File: config.mk
export PLATFORM = sky130hd
export DESIGN_NAME = hazard_scoreboard
export DESIGN_NICKNAME = d
export VERILOG_FILES = /design/src/rtl/hazard_pkg.sv /design/src/rtl/sb_match.sv /design/src/rtl/hazard_scoreboard.sv
export SDC_FILE = /design/constraint.sdc
export NUM_CORES = 1
export LEC_CHECK = 0
export ABC_AREA = 1
export BUFFER_PORTS_ARGS = -buffer_cell sky130_fd_sc_hd__buf_2
export CORE_MARGIN = 10
export CORE_UTILIZATION = 40
export DETAILED_ROUTE_END_ITERATION = 8
export GPL_TIMING_DRIVEN = 1
export PLACE_DENSITY = 0.72
export SLEW_MARGIN = 20
export SYNTH_ARGS = -nofsm -noshare
export SYNTH_HDL_FRONTEND = slang
export SYNTH_HIERARCHICAL = 1
export SYNTH_SLANG_ARGS = --single-unit
File: constraint.sdc
create_clock -name clk -period 2 [get_ports clk]
set_input_delay 0.2 -clock clk [delete_from_list [all_inputs] [get_ports clk]]
set_output_delay 0.2 -clock clk [all_outputs]
set_load 0.05 [all_outputs]
File: src/rtl/hazard_pkg.sv
// rtl/hazard_pkg.sv - shared types and constants for the hazard scoreboard
//
// Purpose: scoreboard entry record and the "read from register file" select
// code shared by hazard_scoreboard and sb_match.
// Ports: none (package).
// Config macro used elsewhere in this slice: HAZARD_PERF_EN.

package hazard_pkg;

  // Entry rd field is sized for up to 256 architectural registers; narrower
  // register numbers are zero-extended into it.
  localparam int SB_RD_W = 8;

  // Select code meaning "no forward, use the register file / flag register".
  localparam int FWD_RF = 0;

  typedef struct packed {
    logic               valid;
    logic [SB_RD_W-1:0] rd;
    logic               we;
    logic               load;
    logic               set_flags;
  } sb_entry_t;

endpackage

File: src/rtl/sb_match.sv
// rtl/sb_match.sv - youngest-match priority search over scoreboard entries
//
// Purpose: given a per-entry hit vector, select the lowest-index (youngest)
// hit and report whether that entry is a load whose data is not yet
// forwardable.
// Ports:
//   hit      in  DEPTH            per-entry match qualifier
//   load     in  DEPTH            per-entry load attribute
//   sel      out clog2(DEPTH+1)   0 = no match, k = entry k-1 matched
//   load_use out 1                youngest match is a load below LOAD_AVAIL

module sb_match
  import hazard_pkg::*;
#(
  parameter int DEPTH      = 3,
  parameter int LOAD_AVAIL = 1
) (
  input  logic [DEPTH-1:0]             hit,
  input  logic [DEPTH-1:0]             load,
  output logic [$clog2(DEPTH+1)-1:0]   sel,
  output logic                         load_use
);

  localparam int SW = $clog2(DEPTH + 1);

  // Scan oldest to youngest so the last (lowest-index) hit wins.
  always_comb begin
    sel      = SW'(FWD_RF);
    load_use = 1'b0;
    for (int k = DEPTH - 1; k >= 0; k--) begin
      if (hit[k]) begin
        sel      = SW'(k + 1);
        load_use = load[k] && (k < LOAD_AVAIL);
      end
    end
  end

endmodule

File: src/rtl/hazard_scoreboard.sv
// rtl/hazard_scoreboard.sv - in-order pipeline hazard scoreboard (stall + forward select)
//
// Purpose: tracks DEPTH in-flight instructions behind decode, drives
// load-use stall and register/flag forwarding selects for the decode stage.
// Ports:
//   clk, reset (async active-low)
//   dec_valid, dec_rd, dec_src_a, dec_src_b        decode instruction
//   dec_we, dec_load, dec_set_flags                decode attributes
//   dec_use_a, dec_use_b, dec_use_flags            which sources are read
//   flush                                          squash decode instruction
//   stall                                          hold front end, bubble
//   fwd_sel_a, fwd_sel_b, flag_sel                 0 = RF, k = entry k-1
//   stall_cnt, flush_cnt (only with HAZARD_PERF_EN) saturating event counters

module hazard_scoreboard
  import hazard_pkg::*;
#(
  parameter int NUM_REGS   = 32,
  parameter int DEPTH      = 3,
  parameter int LOAD_AVAIL = 1,
  parameter int ZERO_REG   = 31
) (
  input  logic                          clk,
  input  logic                          reset,
  input  logic                          dec_valid,
  input  logic [$clog2(NUM_REGS)-1:0]   dec_rd,
  input  logic [$clog2(NUM_REGS)-1:0]   dec_src_a,
  input  logic [$clog2(NUM_REGS)-1:0]   dec_src_b,
  input  logic                          dec_we,
  input  logic                          dec_load,
  input  logic                          dec_set_flags,
  input  logic                          dec_use_a,
  input  logic                          dec_use_b,
  input  logic                          dec_use_flags,
  input  logic                          flush,
  output logic                          stall,
  output logic [$clog2(DEPTH+1)-1:0]    fwd_sel_a,
  output logic [$clog2(DEPTH+1)-1:0]    fwd_sel_b,
  output logic [$clog2(DEPTH+1)-1:0]    flag_sel
`ifdef HAZARD_PERF_EN
  ,
  output logic [31:0]                   stall_cnt,
  output logic [31:0]                   flush_cnt
`endif
);

  localparam int RW = $clog2(NUM_REGS);

  sb_entry_t        sb [DEPTH];
  sb_entry_t        dec_entry;
  logic [DEPTH-1:0] hit_a, hit_b, hit_f, ld_vec;
  logic             lu_a, lu_b, lu_f;
  logic             zero_a, zero_b;

  assign zero_a = (dec_src_a == RW'(ZERO_REG));
  assign zero_b = (dec_src_b == RW'(ZERO_REG));

  // Hits are qualified by dec_valid and the use bits, so an idle decode slot
  // or an unused operand always yields select 0 and never stalls.
  always_comb begin
    hit_a  = '0;
    hit_b  = '0;
    hit_f  = '0;
    ld_vec = '0;
    for (int k = 0; k < DEPTH; k++) begin
      ld_vec[k] = sb[k].load;
      hit_a[k]  = dec_valid && dec_use_a && !zero_a && sb[k].valid && sb[k].we &&
                  (sb[k].rd == SB_RD_W'(dec_src_a));
      hit_b[k]  = dec_valid && dec_use_b && !zero_b && sb[k].valid && sb[k].we &&
                  (sb[k].rd == SB_RD_W'(dec_src_b));
      hit_f[k]  = dec_valid && dec_use_flags && sb[k].valid && sb[k].set_flags;
    end
  end

  sb_match #(.DEPTH(DEPTH), .LOAD_AVAIL(LOAD_AVAIL)) u_match_a (
    .hit(hit_a), .load(ld_vec), .sel(fwd_sel_a), .load_use(lu_a)
  );

  sb_match #(.DEPTH(DEPTH), .LOAD_AVAIL(LOAD_AVAIL)) u_match_b (
    .hit(hit_b), .load(ld_vec), .sel(fwd_sel_b), .load_use(lu_b)
  );

  sb_match #(.DEPTH(DEPTH), .LOAD_AVAIL(LOAD_AVAIL)) u_match_f (
    .hit(hit_f), .load(ld_vec), .sel(flag_sel), .load_use(lu_f)
  );

  // Flush overrides stall: the dependent instruction is being squashed, so
  // there is nothing to hold.
  assign stall = dec_valid && !flush && (lu_a || lu_b || lu_f);

  always_comb begin
    dec_entry           = '0;
    dec_entry.valid     = dec_valid && !stall && !flush;
    dec_entry.rd        = SB_RD_W'(dec_rd);
    dec_entry.we        = dec_we;
    dec_entry.load      = dec_load;
    dec_entry.set_flags = dec_set_flags;
  end

  // Back end never stalls: entries shift every cycle, decode or a bubble
  // enters at entry 0.
  always_ff @(posedge clk or negedge reset) begin
    if (!reset) begin
      for (int j = 0; j < DEPTH; j++) begin
        sb[j] <= '0;
      end
    end else begin
      sb[0] <= dec_entry;
      for (int j = 1; j < DEPTH; j++) begin
        sb[j] <= sb[j-1];
      end
    end
  end

`ifdef HAZARD_PERF_EN
  always_ff @(posedge clk or negedge reset) begin
    if (!reset) begin
      stall_cnt <= '0;
      flush_cnt <= '0;
    end else begin
      if (stall && (stall_cnt != 32'hFFFF_FFFF)) begin
        stall_cnt <= stall_cnt + 32'd1;
      end
      if (flush && (flush_cnt != 32'hFFFF_FFFF)) begin
        flush_cnt <= flush_cnt + 32'd1;
      end
    end
  end
`endif

endmodule

Word level (Yosys, flattened, before mapping)
Index checks and enable logic that the tools add are counted.
- bits in registers: 25
- equality and inequality tests: 8
- muxes and demuxes: 12
- reduce and logical (&&, ||, !) cells: 39
- operators by type and width (cell ; number):
    $logic_and A1 B1 Y1 ; 33
    $eq A5 B5 Y1 ; 6
    $mux W2 ; 9
    $eq A5 B5 Y1 const B ; 2
    $logic_not A1 Y1 ; 4
    $mux W1 ; 3
    $logic_or A1 B1 Y1 ; 2

Depth between registers and ports, before layout
- word-level depth: 13
- depth in mapped cells: 11

Cells and area by module
Netlist, hierarchy kept.
- by module, submodules not included (module ; cells an instance ; times used ; area an instance (µm²)):
    hazard_scoreboard ; 196 ; 1 ; 1332.5
    sb_match ; 8 ; 3 ; 30.0

Least setup slack after synthesis
No wires, ideal clock.
- path type: reg-to-output
- start point: register sb[31] (netlist name)
- end point: output port stall
- buffers on the path: 0
- setup slack: -0.346 ns
- required time: 1.800 ns
- arrival: 2.146 ns
- stages on the path, launching flop included: 12
- cells stage by stage: dfrtp_1 > inv_1 > nand2_1 > nand2_1 > nor2_1 > nand3_1 > nor2_1 > nand2_1 > inv_1 > nor2_1 > nand2_1 > nor3b_1
- longest elaborated chain between the ends: 6
- elaborated cells on any way between the ends: 9
- those cells by class: eq/ne: 2; mux: 2; reduce/logical: 5
- RTL lines (element ; line ; source):
    start: declaration ; hazard_scoreboard.sv:49 ; sb_entry_t sb [DEPTH];
    start signal: indexed assignment ; hazard_scoreboard.sv:110 ; sb[j] <= sb[j-1];
    $eq A5 B5 Y1 ; hazard_scoreboard.sv:70 ; (sb[k].rd == SB_RD_W'(dec_src_b));
    $logic_and A1 B1 Y1 ; hazard_scoreboard.sv:69 ; hit_b[k] = dec_valid && dec_use_b && !zero_b && sb[k].valid && sb[k].we &&
    via hit_b[0] ; hazard_scoreboard.sv:51 ; logic [DEPTH-1:0] hit_a, hit_b, hit_f, ld_vec;
    $mux W1 ; sb_match.sv:31 ; if (hit[k]) begin
    via lu_b ; hazard_scoreboard.sv:52 ; logic lu_a, lu_b, lu_f;
    $logic_or A1 B1 Y1 (2 in a row) ; hazard_scoreboard.sv:89 ; assign stall = dec_valid && !flush && (lu_a || lu_b || lu_f);
    $logic_and A1 B1 Y1 ; hazard_scoreboard.sv:89 ;
    end: declaration ; hazard_scoreboard.sv:36 ; output logic stall,
The timed path passes the listed nets, and every way through them passes these cells.

Worst setup path in the final report
Same ends and word-level chain as after synthesis.

==> impl_metrics.csv <==
group,metric,value,unit
critical_path,crit_path_start_kind,"flip-flop",
die,rows,21,
critical_path,r2r-end,"sb[35]",
timing,period_share,1.021,
detailed_routing,drc,0,
critical_path,worst_setup_path_end_kind,"output pin",
finish,diodes,0,
timing,tightest_slew,0.5247,ns
detailed_routing,vias,1348,
grt,grt_pass1_vias,1283,
grt,grt.total_usage,0.1088,
logic_synthesis,syn_nets,243,
grt,grt_pass1_wl,5478,um
pwr,ir_worst_vdd,0.2572,mV
grt,grt_max_degree,26,
die,ios,32,
timing,whs,0.08194,ns
min_path,hold_path.class,"in -> reg",
critical_path,rr_worst_depth,11,
finish,layoutNonFillerInstCount,310,
finish,final_area,0.001768,mm^2
critical_path,critical_path.max_fanout,4,
die,die-height,78.58,um
timing,setup_viol,1,
logic_synthesis,synth.cell_area,0.001373,mm^2
status,outcome,"complete, but fails checks",
clocking,root_buffer,"clkbuf_4",
detailed_routing,wl_per_cell,10.48,um
pwr,p_leak,1.033,nW
timing,period_minus_slack,2.043,ns
timing,slew_violations,0,
timing,rsz0062_at_grt,"true",
placed_design,place_congestion,0.8307,
placed_design,io_buffers,31,
clocking,cts_buffers,3,
critical_path,reg2reg_slack,0.54,ns
detailed_routing,drt_iter0_drc,78,
finish,drive_gt1_frac,0.2008,
grt,antenna_found_initial,0,
critical_path,worstPathArrival,1.84,ns
logic_synthesis,netlist_instances,218,
finish,fin_util,0.5298,
clocking,cts_tree,"yes",
die,core,0.003337,mm^2
placed_design,place_inst,295,
logic_synthesis,syn_avg_cell_area,6.296,um^2
critical_path,crit_type,"reg -> out",
clocking,clock_tree.htree_level_count,1,
timing,fin_worst_skew,0.001790,ns
logic_synthesis,synth_warnings,6,
timing,fmax,0.4895,GHz
status,violations,"negative setup slack",
finish,num-nets-final,290,
grt,overflow,0,
timing,max_slew_margin,0.6502,
die,start_util,0.4113,
finish,area_growth,28.81,%
placed_design,dpl-instance-area,0.001590,mm^2
detailed_routing,postRouteAntennaNets,0,
clocking,cts_sinks,25,
detailed_routing,vias_per_cell,4.348,
timing,hold_viol,0,
job,cap_violations,0,
detailed_routing,routed_wl,3248,um
detailed_routing,dr.pass1.iters,4,
placed_design,dp_hpwl,2667,um
critical_path,critPathCapture,"stall",
timing,fin_ws,-0.04295,ns
critical_path,startpoint,"sb[31]",
critical_path,r2r_start,"sb[27]",
clocking,clk_pin_slew,0.13,ns
die,dieWidth,78.58,um
pwr,power_density,532.0,mW/mm^2
clocking,clockBufferDepth,2,
clocking,clock_latency,0.32,ns
critical_path,cp_data_required_time,1.80,ns
die,dieArea,0.006175,mm^2
placed cells by master (no fill, tap or decap), types with 4 or more instances in the layout:
master / count
buf_2: 26
inv_2: 8
dlygate4sd3_1: 9
inv_1: 30
nor2_1: 35
nor2_2: 5
nand3_1: 7
buf_4: 4
nand2_1: 103
dfrtp_1: 24
metal layers:
| layer | wire (um) | track usage | vias to the layer above |
|---|---|---|---|
| met5 | 0 | 0 | - |
| met4 | 37 | 0.04301 | 0 |
| met3 | 241 | 0.02733 | 4 |
| met2 | 1427 | 0.1743 | 42 |
| met1 | 1541 | 0.1366 | 574 |
| li1 | - | - | 728 |
where the power goes:
group	internal, W	leakage [nW]	switching [W]
sequential	0.000531	0.294	0.0000203
combinational	0.0000652	0.725	0.000101
clock	0.0000764	0.0139	0.000146
total	0.000673	1.03	0.000268
cell type report:
class                   count  area, um^2
clock inverters             1       7.507
flip-flops and latches     25       626.9
inverters                  38       142.6
multi-input cells         155       626.9
fillers                   339        1569
repair buffers             42       284.0
clock buffers               3       22.52
well taps                  46       57.56
worst min-delay path by stage:
stage,end,cells past startpoint,slack [ns],start
global placement,sb[11],1,0.21,reset
finish,sb[35],2,0.08,flush
floorplan,ld_vec[0],0,-0.1,reset
global route,sb[35],2,0.06,flush
detailed placement,sb[12],1,0.21,reset
CTS,sb[35],2,0.06,flush
worst max-delay path, cell delays in order (launching register included):
cell and delay [ns]:
dfrtp_1 0.41, inv_1 0.07, nand2_1 0.05, nand2_1 0.05, nor2_1 0.12, nand3_1 0.11
nor2_2 0.13, nand2_1 0.06, inv_1 0.05, nor2_1 0.04, nand2_1 0.06, nor3b_2 0.19
buf_6 0.18
flip-flops by register name, indices dropped and copies added, names as in the netlist:
register  count
sb           24
ld_vec        1
timing repair:
action,CTS,global route
buffers inserted,2,0
hold endpoints to repair,33,0
endpoints found under the setup margin,1,5
hold buffers,9,0
resized for setup,5,15
pin swaps,5,5
per-stage QoR:
| stage | power, W | setup slack (ns) | TNS, ns |
|---|---|---|---|
| floorplan | 0.0006407 | 0.1508 | 0 |
| global placement | 0.0007085 | 0.2226 | 0 |
| detailed placement | 0.0007101 | 0.2102 | 0 |
| CTS | 0.0009496 | -0.04419 | -0.04419 |
| global route | 0.001015 | -0.2292 | -0.2398 |
| finish | 0.0009406 | -0.04295 | -0.04295 |
Power figures use the tool's default switching activity.
